$ cat src/rtl/fifo_ptr_pkg.sv
// Shared pointer definitions and Gray-code helpers for the dual-clock FIFO.
package fifo_ptr_pkg;

    localparam int unsigned ADDRSIZE_DEF = 4;
    localparam int unsigned PTR_W        = ADDRSIZE_DEF + 1;

    typedef logic [PTR_W-1:0] ptr_t;

    // Binary to reflected Gray code.
    function automatic ptr_t bin2gray(input ptr_t b);
        return (b >> 1) ^ b;
    endfunction

    // Gray to binary: each bit is the XOR of all Gray bits at or above it.
    function automatic ptr_t gray2bin(input ptr_t g);
        ptr_t b;
        b = '0;
        for (int i = 0; i < int'(PTR_W); i++) begin
            b[i] = ^(g >> i);
        end
        return b;
    endfunction

endpackage

$ cat src/rtl/gray2bin_conv.sv
// Width-parameterized combinational Gray-to-binary converter (XOR prefix chain).
module gray2bin_conv #(
    parameter int unsigned W = 5
) (
    input  logic [W-1:0] gray_i,
    output logic [W-1:0] bin_o
);

    // Each binary bit is the reduction XOR of the Gray bits from it upward.
    always_comb begin
        bin_o = '0;
        for (int i = 0; i < int'(W); i++) begin
            bin_o[i] = ^(gray_i >> i);
        end
    end

endmodule

$ cat src/rtl/wptr_full_level.sv
// Write-side pointer, full/almost-full, fill level and overflow for the async FIFO.
// Optional almost-full logic is enabled by defining WPTR_FULL_LEVEL_AFULL_EN.
module wptr_full_level
    import fifo_ptr_pkg::*;
#(
    parameter int unsigned ADDRSIZE = ADDRSIZE_DEF
) (
    input  logic                wclk,
    input  logic                wrst_n,
    input  logic                winc,
    input  logic [ADDRSIZE:0]   wq2_rptr,
    input  logic [ADDRSIZE:0]   afull_thresh,
    input  logic                wovf_clr,
    output logic                wen,
    output logic [ADDRSIZE-1:0] waddr,
    output logic [ADDRSIZE:0]   wptr,
    output logic                wfull,
    output logic                wafull,
    output logic [ADDRSIZE:0]   wlevel,
    output logic                wovf
);

    localparam int unsigned PW = ADDRSIZE + 1;

    logic [PW-1:0] wbin_q,   wbin_d;
    logic [PW-1:0] wptr_q,   wptr_d;
    logic [PW-1:0] wlevel_q, wlevel_d;
    logic          wfull_q,  wfull_d;
    logic          wovf_q,   wovf_d;
    logic [PW-1:0] rbin_s;

    // Synchronized read pointer back to binary for the level subtraction.
    gray2bin_conv #(.W(PW)) u_rptr_g2b (
        .gray_i (wq2_rptr),
        .bin_o  (rbin_s)
    );

    assign wen = winc & ~wfull_q;

    // Next-state pointer, level and flags, all derived from the post-write pointer.
    always_comb begin
        wbin_d   = wbin_q + PW'(wen);
        wptr_d   = (wbin_d >> 1) ^ wbin_d;
        wlevel_d = wbin_d - rbin_s;
        wfull_d  = (wptr_d == {~wq2_rptr[ADDRSIZE:ADDRSIZE-1], wq2_rptr[ADDRSIZE-2:0]});
        wovf_d   = wovf_q;
        if (winc && wfull_q) begin
            wovf_d = 1'b1;
        end else if (wovf_clr) begin
            wovf_d = 1'b0;
        end
    end

    // Write-domain state registers with synchronous reset.
    always_ff @(posedge wclk) begin
        if (!wrst_n) begin
            wbin_q   <= '0;
            wptr_q   <= '0;
            wlevel_q <= '0;
            wfull_q  <= 1'b0;
            wovf_q   <= 1'b0;
        end else begin
            wbin_q   <= wbin_d;
            wptr_q   <= wptr_d;
            wlevel_q <= wlevel_d;
            wfull_q  <= wfull_d;
            wovf_q   <= wovf_d;
        end
    end

`ifdef WPTR_FULL_LEVEL_AFULL_EN
    logic wafull_q, wafull_d;

    // Almost-full compares the post-write level against the threshold.
    always_comb begin
        wafull_d = (wlevel_d >= afull_thresh);
    end

    // Almost-full register.
    always_ff @(posedge wclk) begin
        if (!wrst_n) begin
            wafull_q <= 1'b0;
        end else begin
            wafull_q <= wafull_d;
        end
    end

    assign wafull = wafull_q;
`else
    logic unused_afull_thresh;
    assign unused_afull_thresh = ^afull_thresh;
    assign wafull              = 1'b0;
`endif

    assign waddr  = wbin_q[ADDRSIZE-1:0];
    assign wptr   = wptr_q;
    assign wfull  = wfull_q;
    assign wlevel = wlevel_q;
    assign wovf   = wovf_q;

endmodule

$ cat config.mk
export PLATFORM = sky130hd
export DESIGN_NAME = wptr_full_level
export DESIGN_NICKNAME = d
export VERILOG_FILES = /design/src/rtl/fifo_ptr_pkg.sv /design/src/rtl/gray2bin_conv.sv /design/src/rtl/wptr_full_level.sv
export SDC_FILE = /design/constraint.sdc
export NUM_CORES = 1
export LEC_CHECK = 0
export CAP_MARGIN = 20
export CORE_ASPECT_RATIO = 0.8
export CORE_MARGIN = 3
export CORE_UTILIZATION = 38
export DETAILED_ROUTE_END_ITERATION = 8
export GPL_TIMING_DRIVEN = 0
export PLACE_DENSITY = 0.7
export SYNTH_ARGS = -nofsm -noshare
export SYNTH_HDL_FRONTEND = slang
export SYNTH_HIERARCHICAL = 1
export SYNTH_SLANG_ARGS = --single-unit
$ cat constraint.sdc
create_clock -name wclk -period 2.4 [get_ports wclk]
set_input_delay 0.48 -clock wclk [delete_from_list [all_inputs] [get_ports wclk]]
set_output_delay 0.48 -clock wclk [all_outputs]
set_load 0.01 [all_outputs]
==> results.yml, run 1 <==
outcome:
  outcome: "finished, final reports clean"
final_layout:
  layout-drive-gt1-share_pct: 27.43
  fin_nets: 134
  final_common_cell: "clkdlybuf4s50_1"
  mostFrequentLayoutCells: "clkdlybuf4s50_1 (21), dfxtp_1 (16), and2_1 (10)"
  finish.instance_area_um2: 1270
  antennaDiodeCount: 0
  n_fill_cell: 164
  area_growth_pct: 49.05
synth:
  ys_warn_count: 6
  ys_types: 27
  ys_ff_latch: 16
  avgSynthCellArea_um2: 10.79
  synth_nets: 99
  syn_area_um2: 852.1
  ys_seq_area_share_pct: 37.59
  synth_cells: 79
  synth_top_area_share_pct: 37.59
  yosysTopAreaCell: "dfxtp_1"
  synth_top_cells_by_area: "dfxtp_1 (38%), xnor2_1 (8.2%), xor2_1 (8.2%), and2_1 (7.3%), ha_1 (7.3%)"
power:
  pwr-share-comb_pct: 38.7
  intPower_mw: 0.5706
  total_power_mw: 0.7873
  switching_power_mw: 0.2167
  power.leakage_nw: 0.5313
  pwr-share-seq_pct: 39.0
  irDropWorstVdd_v: 0.0004238
  p_sw_share_pct: 27.52
  clock_power_share_pct: 22.3
  powerDensity_nw_per_um2: 620.0
critical_path:
  path_common_cell: "buf_4"
  startpoint_type: "primary input"
  crit_fanout: 4
  timing.rr.start: "wfull"
  r2r_setup_slack_ns: 0.30
  crit_path_start: "wq2_rptr[4]"
  crit_required_ns: 2.58
  critPathMaxStageDelay_ns: 0.46
  r2r-end: "wlevel[3]"
  worst-path-buf-inv: 3
  cp_cell_sequence: "buf_4 -> xor3_2 -> buf_4 -> xor2_1 -> inv_1 -> ha_1 -> a21o_1 -> a21oi_2 -> xnor2_2 -> mux2_2"
  critPathArrivalTime_ns: 2.52
  worstRegToRegCells: 8
  endpoint_kind: "register"
  slowest_stage: "xor3_2"
  crit_type: "primary input to register"
  cp_top_family: "XOR/XNOR gates"
timing:
  fin_skew_ns: 0.005616
  fin_hold_ws_ns: 0.4907
  worst_pin_slew_ns: 0.6424
  final.min_clock_period_ns: 2.343
  clock.fmax_mhz: 426.8
  fin_crit_sh_pct: 97.64
  setup_viol: 0
  hold_violations: 0
  drv_slew: 0
  slew_headroom_pct: 57.03
worst_hold_path:
  min_path_cells: 2
  min_from: "wovf"
  hold_class: "register to register"
  hold_end: "wovf"
cts:
  htree_levels: 1
  cts_buffer_depth: 2
  cts_tree: "yes"
  clk_pin_slew_worst_paths_ns: 0.09
  cts-root-buf: "clkbuf_4"
  ctsHoldBuffers: 0
  clk_latency_ns: 0.28
  clock-sinks: 16
  cts_buffers: 3
die:
  initial_utilization_pct: 42.67
  die_h_um: 48.36
  die_x_um: 58.94
  coreArea_um2: 1997
  ios: 32
  die_area_um2: 2850
  rows: 14
placed_design:
  port-buffer-count: 25
  dpl.hpwl_um: 1259
  placed_cell_area_um2: 1135
  gp_congestion: 0.7309
global_route:
  met2_usage_pct: 21.14
  gr-max-usage-layer: "met2"
  grt_max_degree: 11
  grt_usage_pct: 13.22
  overflow: 0
  grt_use_met3_pct: 4.255
  grt_pass1_wl_um: 2918
  grt_pass1_vias: 635
  use_met1_pct: 16.99
  antenna_found_initial: 0
detailed_routing:
  first_pass_iters: 3
  antenna_left: 0
  route.vias.total: 630
  wl_per_cell_um: 12.22
  via_per_inst: 4.599
  dr.first_iter.drc_count: 11
  drc: 0
  drt_wl_total_um: 1674
flow_run:
  max_cap_violations: 0
## how the worst max path moves through the flow
| stage | endpoint | depth (start not counted) |
|---|---|---|
| CTS | wlevel[4] | 10 |
| floorplan | wlevel[3] | 8 |
| finish | wlevel[3] | 10 |
| global route | wlevel[3] | 10 |
| global placement | wlevel[4] | 10 |
| detailed placement | wlevel[4] | 10 |
## cell type report
class	count	area (um2)	share of cell area, %
clock buffer	4	36.28	2.857
tap	24	30.03	2.365
inverter	4	15.01	1.182
sequential	16	320.3	25.22
timing repair buffer	30	274.0	21.58
multi-input combinational	56	575.6	45.32
buffer	3	18.77	1.478
## power groups by stage
| stage | registers, mW | clock network [mW] | logic (mW) |
|---|---|---|---|
| after global routing | 0.312 | 0.191 | 0.334 |
| after global placement | 0.311 | 0 | 0.252 |
| after detailed placement | 0.312 | 0 | 0.254 |
| after floorplan | 0.328 | 0 | 0.135 |
| final | 0.307 | 0.175 | 0.305 |
| after CTS | 0.308 | 0.181 | 0.296 |
## cells in the mapped netlist, drive strengths merged
library cell	count
a21boi	1
a21o	1
a21oi	3
and2	11
and2b	1
buf	2
clkbuf	1
conb	1
dfxtp	16
fa	1
ha	5
inv	4
maj3	1
mux2	1
nand2	1
nand2b	1
nand3	3
nand4	1
nor2b	3
or3	1
xnor2	8
xor2	10
xor3	2
## sequential cells by signal, indices dropped and copies added (netlist names)
signal and count:
wbin_q 5, wlevel 5, wptr 4, wovf 1, wfull 1
## cells by family (layout without fill, tap and decap cells)
logic type | count (synthesis) | in the layout | share of synthesized area (%)
adders and majority gates | 7 | 7 | 10.87
other | 1 | 1 | 0.4401
muxes | 1 | 1 | 1.321
DFF | 16 | 16 | 37.59
xor gates and xnor gates | 20 | 20 | 25.99
and+or+nand+nor | 22 | 22 | 16.30
AOI/OAI and AO/OA | 5 | 5 | 3.524
buffers and inverters | 7 | 41 | 3.963
## what timing repair did
action,in CTS,in global routing
pin swaps,11,4
setup endpoints to repair,4,2
buffers inserted,4,1
gates resized for setup,24,3
## metrics by stage
step	std cells	util (%)	TNS, ns	worst slack (ns)
finish	137	63.60	0	0.05676
global route	137	63.60	-0.006155	-0.006155
CTS	136	63.03	0	0.009520
detailed placement	128	56.83	-2.271	-0.6602
global placement	128	56.83	-2.120	-0.6426
floorplan	79	-	0	0.01028
## metal layers
layer  vias up  share of wire [%]
met5         -                  0
met4         0                1.3
met3         2                4.8
met2        18                 49
met1       293                 45
li1        317                  -
## worst reg2reg max path: stages, from the launching register on
cell,delay (ns)
dfxtp_1,0.40
nor2b_4,0.07
ha_4,0.17
ha_4,0.24
ha_1,0.28
a21o_1,0.20
a21oi_2,0.18
xnor2_2,0.13
mux2_2,0.34
(Power assumes the default switching activity.)
==> run 2: changes to the inputs <==
Settings changed: CORE_UTILIZATION 38 to 46, PLACE_DENSITY 0.7 to 0.8.
Clock period 2.4 ns to 2.9 ns, I/O delays scaled along.
==> results.yml, run 2 (synthesis gave the netlist of run 1 again) <==
detailed_routing:
  via_per_inst: 4.695
  antenna_left: 0
  route.vias.total: 615
  first_pass_iters: 3
  drt_wl_total_um: 1515
  drc: 0
  wl_per_cell_um: 11.56
  dr.first_iter.drc_count: 5
power:
  switching_power_mw: 0.1572
  powerDensity_nw_per_um2: 485.4
  intPower_mw: 0.4173
  pwr-share-seq_pct: 43.9
  clock_power_share_pct: 19.0
  p_sw_share_pct: 27.37
  irDropWorstVdd_v: 0.0003036
  pwr-share-comb_pct: 37.1
  power.leakage_nw: 0.5064
timing:
  setup_viol: 0
  drv_slew: 0
  rsz0062_at_grt: "no"
  worst_pin_slew_ns: 0.6201
  final.min_clock_period_ns: 2.774
  hold_violations: 0
  clock.fmax_mhz: 360.5
  fin_crit_sh_pct: 95.64
  slew_headroom_pct: 58.52
  fin_skew_ns: 0.005798
  fin_hold_ws_ns: 0.5101
worst_hold_path:
  min_path_cells: 2
  min_from: "wfull"
  hold_class: "register to register"
final_layout:
  finish.instance_area_um2: 1184
  area_growth_pct: 38.91
  layout-drive-gt1-share_pct: 12.84
  fin_nets: 131
  mostFrequentLayoutCells: "clkdlybuf4s50_1 (24), dfxtp_1 (16), and2_1 (10)"
  final_common_cell: "clkdlybuf4s50_1"
  antennaDiodeCount: 0
global_route:
  grt_pass1_vias: 544
  grt_usage_pct: 14.04
  grt_max_degree: 11
  overflow: 0
  antenna_found_initial: 0
  grt_pass1_wl_um: 2290
die:
  die_x_um: 54.12
  rows: 13
  die_h_um: 44.50
  die_area_um2: 2408
  ios: 32
  coreArea_um2: 1692
  initial_utilization_pct: 50.37
cts:
  cts-root-buf: "clkbuf_4"
  cts_buffer_depth: 2
  ctsHoldBuffers: 0
  clk_pin_slew_worst_paths_ns: 0.08
  clk_latency_ns: 0.28
  clock-sinks: 16
  cts_buffers: 3
  htree_levels: 1
  cts_tree: "yes"
critical_path:
  timing.rr.start: "wfull"
  endpoint: "wlevel[4]"
  endpoint_kind: "register"
  critPathArrivalTime_ns: 2.95
  r2r-end: "wlevel[3]"
  r2r_setup_slack_ns: 0.64
  startpoint_type: "primary input"
  worstRegToRegCells: 8
  crit_fanout: 3
  crit_type: "primary input to register"
  crit_path_start: "wq2_rptr[2]"
  crit_required_ns: 3.08
placed_design:
  dpl.hpwl_um: 1219
  port-buffer-count: 25
  gp_congestion: 0.7548
  placed_cell_area_um2: 1130
outcome:
  outcome: "finished, final reports clean"
flow_run:
  max_cap_violations: 0
==> run 2: power by group through the flow <==
stage	registers [mW]	logic, mW	clock network, mW
3_5_place_dp	0.258	0.212	0
3_3_place_gp	0.257	0.208	0
4_1_cts	0.253	0.213	0.113
6_report	0.252	0.213	0.109
5_1_grt	0.255	0.235	0.120
2_1_floorplan	0.272	0.111	0
==> run 2: per-layer routing <==
metal | GRT usage [%] | part of all wire [%] | vias up
li1 | - | - | 309
met1 | 15.21 | 43 | 286
met2 | 23.39 | 50 | 18
met3 | 6.061 | 5.7 | 2
met4 | 6.468 | 1.5 | 0
met5 | 0 | 0 | -
==> run 2: worst min-delay path by stage <==
| stage | to |
|---|---|
| after floorplan | wovf |
| after detailed placement | wovf |
| after global routing | wovf |
| after global placement | wovf |
| final | wovf |
| after CTS | wovf |
==> run 2: critical path, cell delays in order <==
cell and delay [ns]:
clkdlybuf4s50_1 0.52, xor3_2 0.39, xor3_1 0.21, ha_1 0.21, inv_1 0.08, fa_1 0.21
a21oi_1 0.08, maj3_1 0.37, xnor2_1 0.14, and2_1 0.16
==> run 2: repair_timing <==
action	CTS	global route
setup buffers	0	2
setup endpoints to repair	0	2
resized for setup	0	3
==> run 2: area by class of cell <==
cell class | instances | area (um2)
plain buffers | 3 | 18.77
repair buffers | 27 | 267.8
inverters | 4 | 15.01
flip-flops and latches | 16 | 320.3
fillers | 139 | 508.0
well taps | 22 | 27.53
multi-input cells | 56 | 511.7
clock buffers | 3 | 22.52
==> run 2: through the flow <==
| step | worst slack, ns | TNS (ns) | utilization, % | total power, mW | instances |
|---|---|---|---|---|---|
| after CTS | 0.006515 | 0 | 68.12 | 0.5784 | 129 |
| after global routing | 0.01345 | 0 | 69.97 | 0.6094 | 131 |
| after detailed placement | -0.2953 | -0.5366 | 66.79 | 0.4694 | 126 |
| final | 0.1263 | 0 | 69.97 | 0.5746 | 131 |
| after floorplan | 0.3359 | 0 | - | 0.3830 | 79 |
| after global placement | -0.2456 | -0.4567 | 66.79 | 0.4649 | 126 |
==> run 3: changes to the inputs <==
Settings changed: SLEW_MARGIN from default to 20.
==> results of run 3 <==
The final DEF is identical to that of run 2; final timing and power are the same.
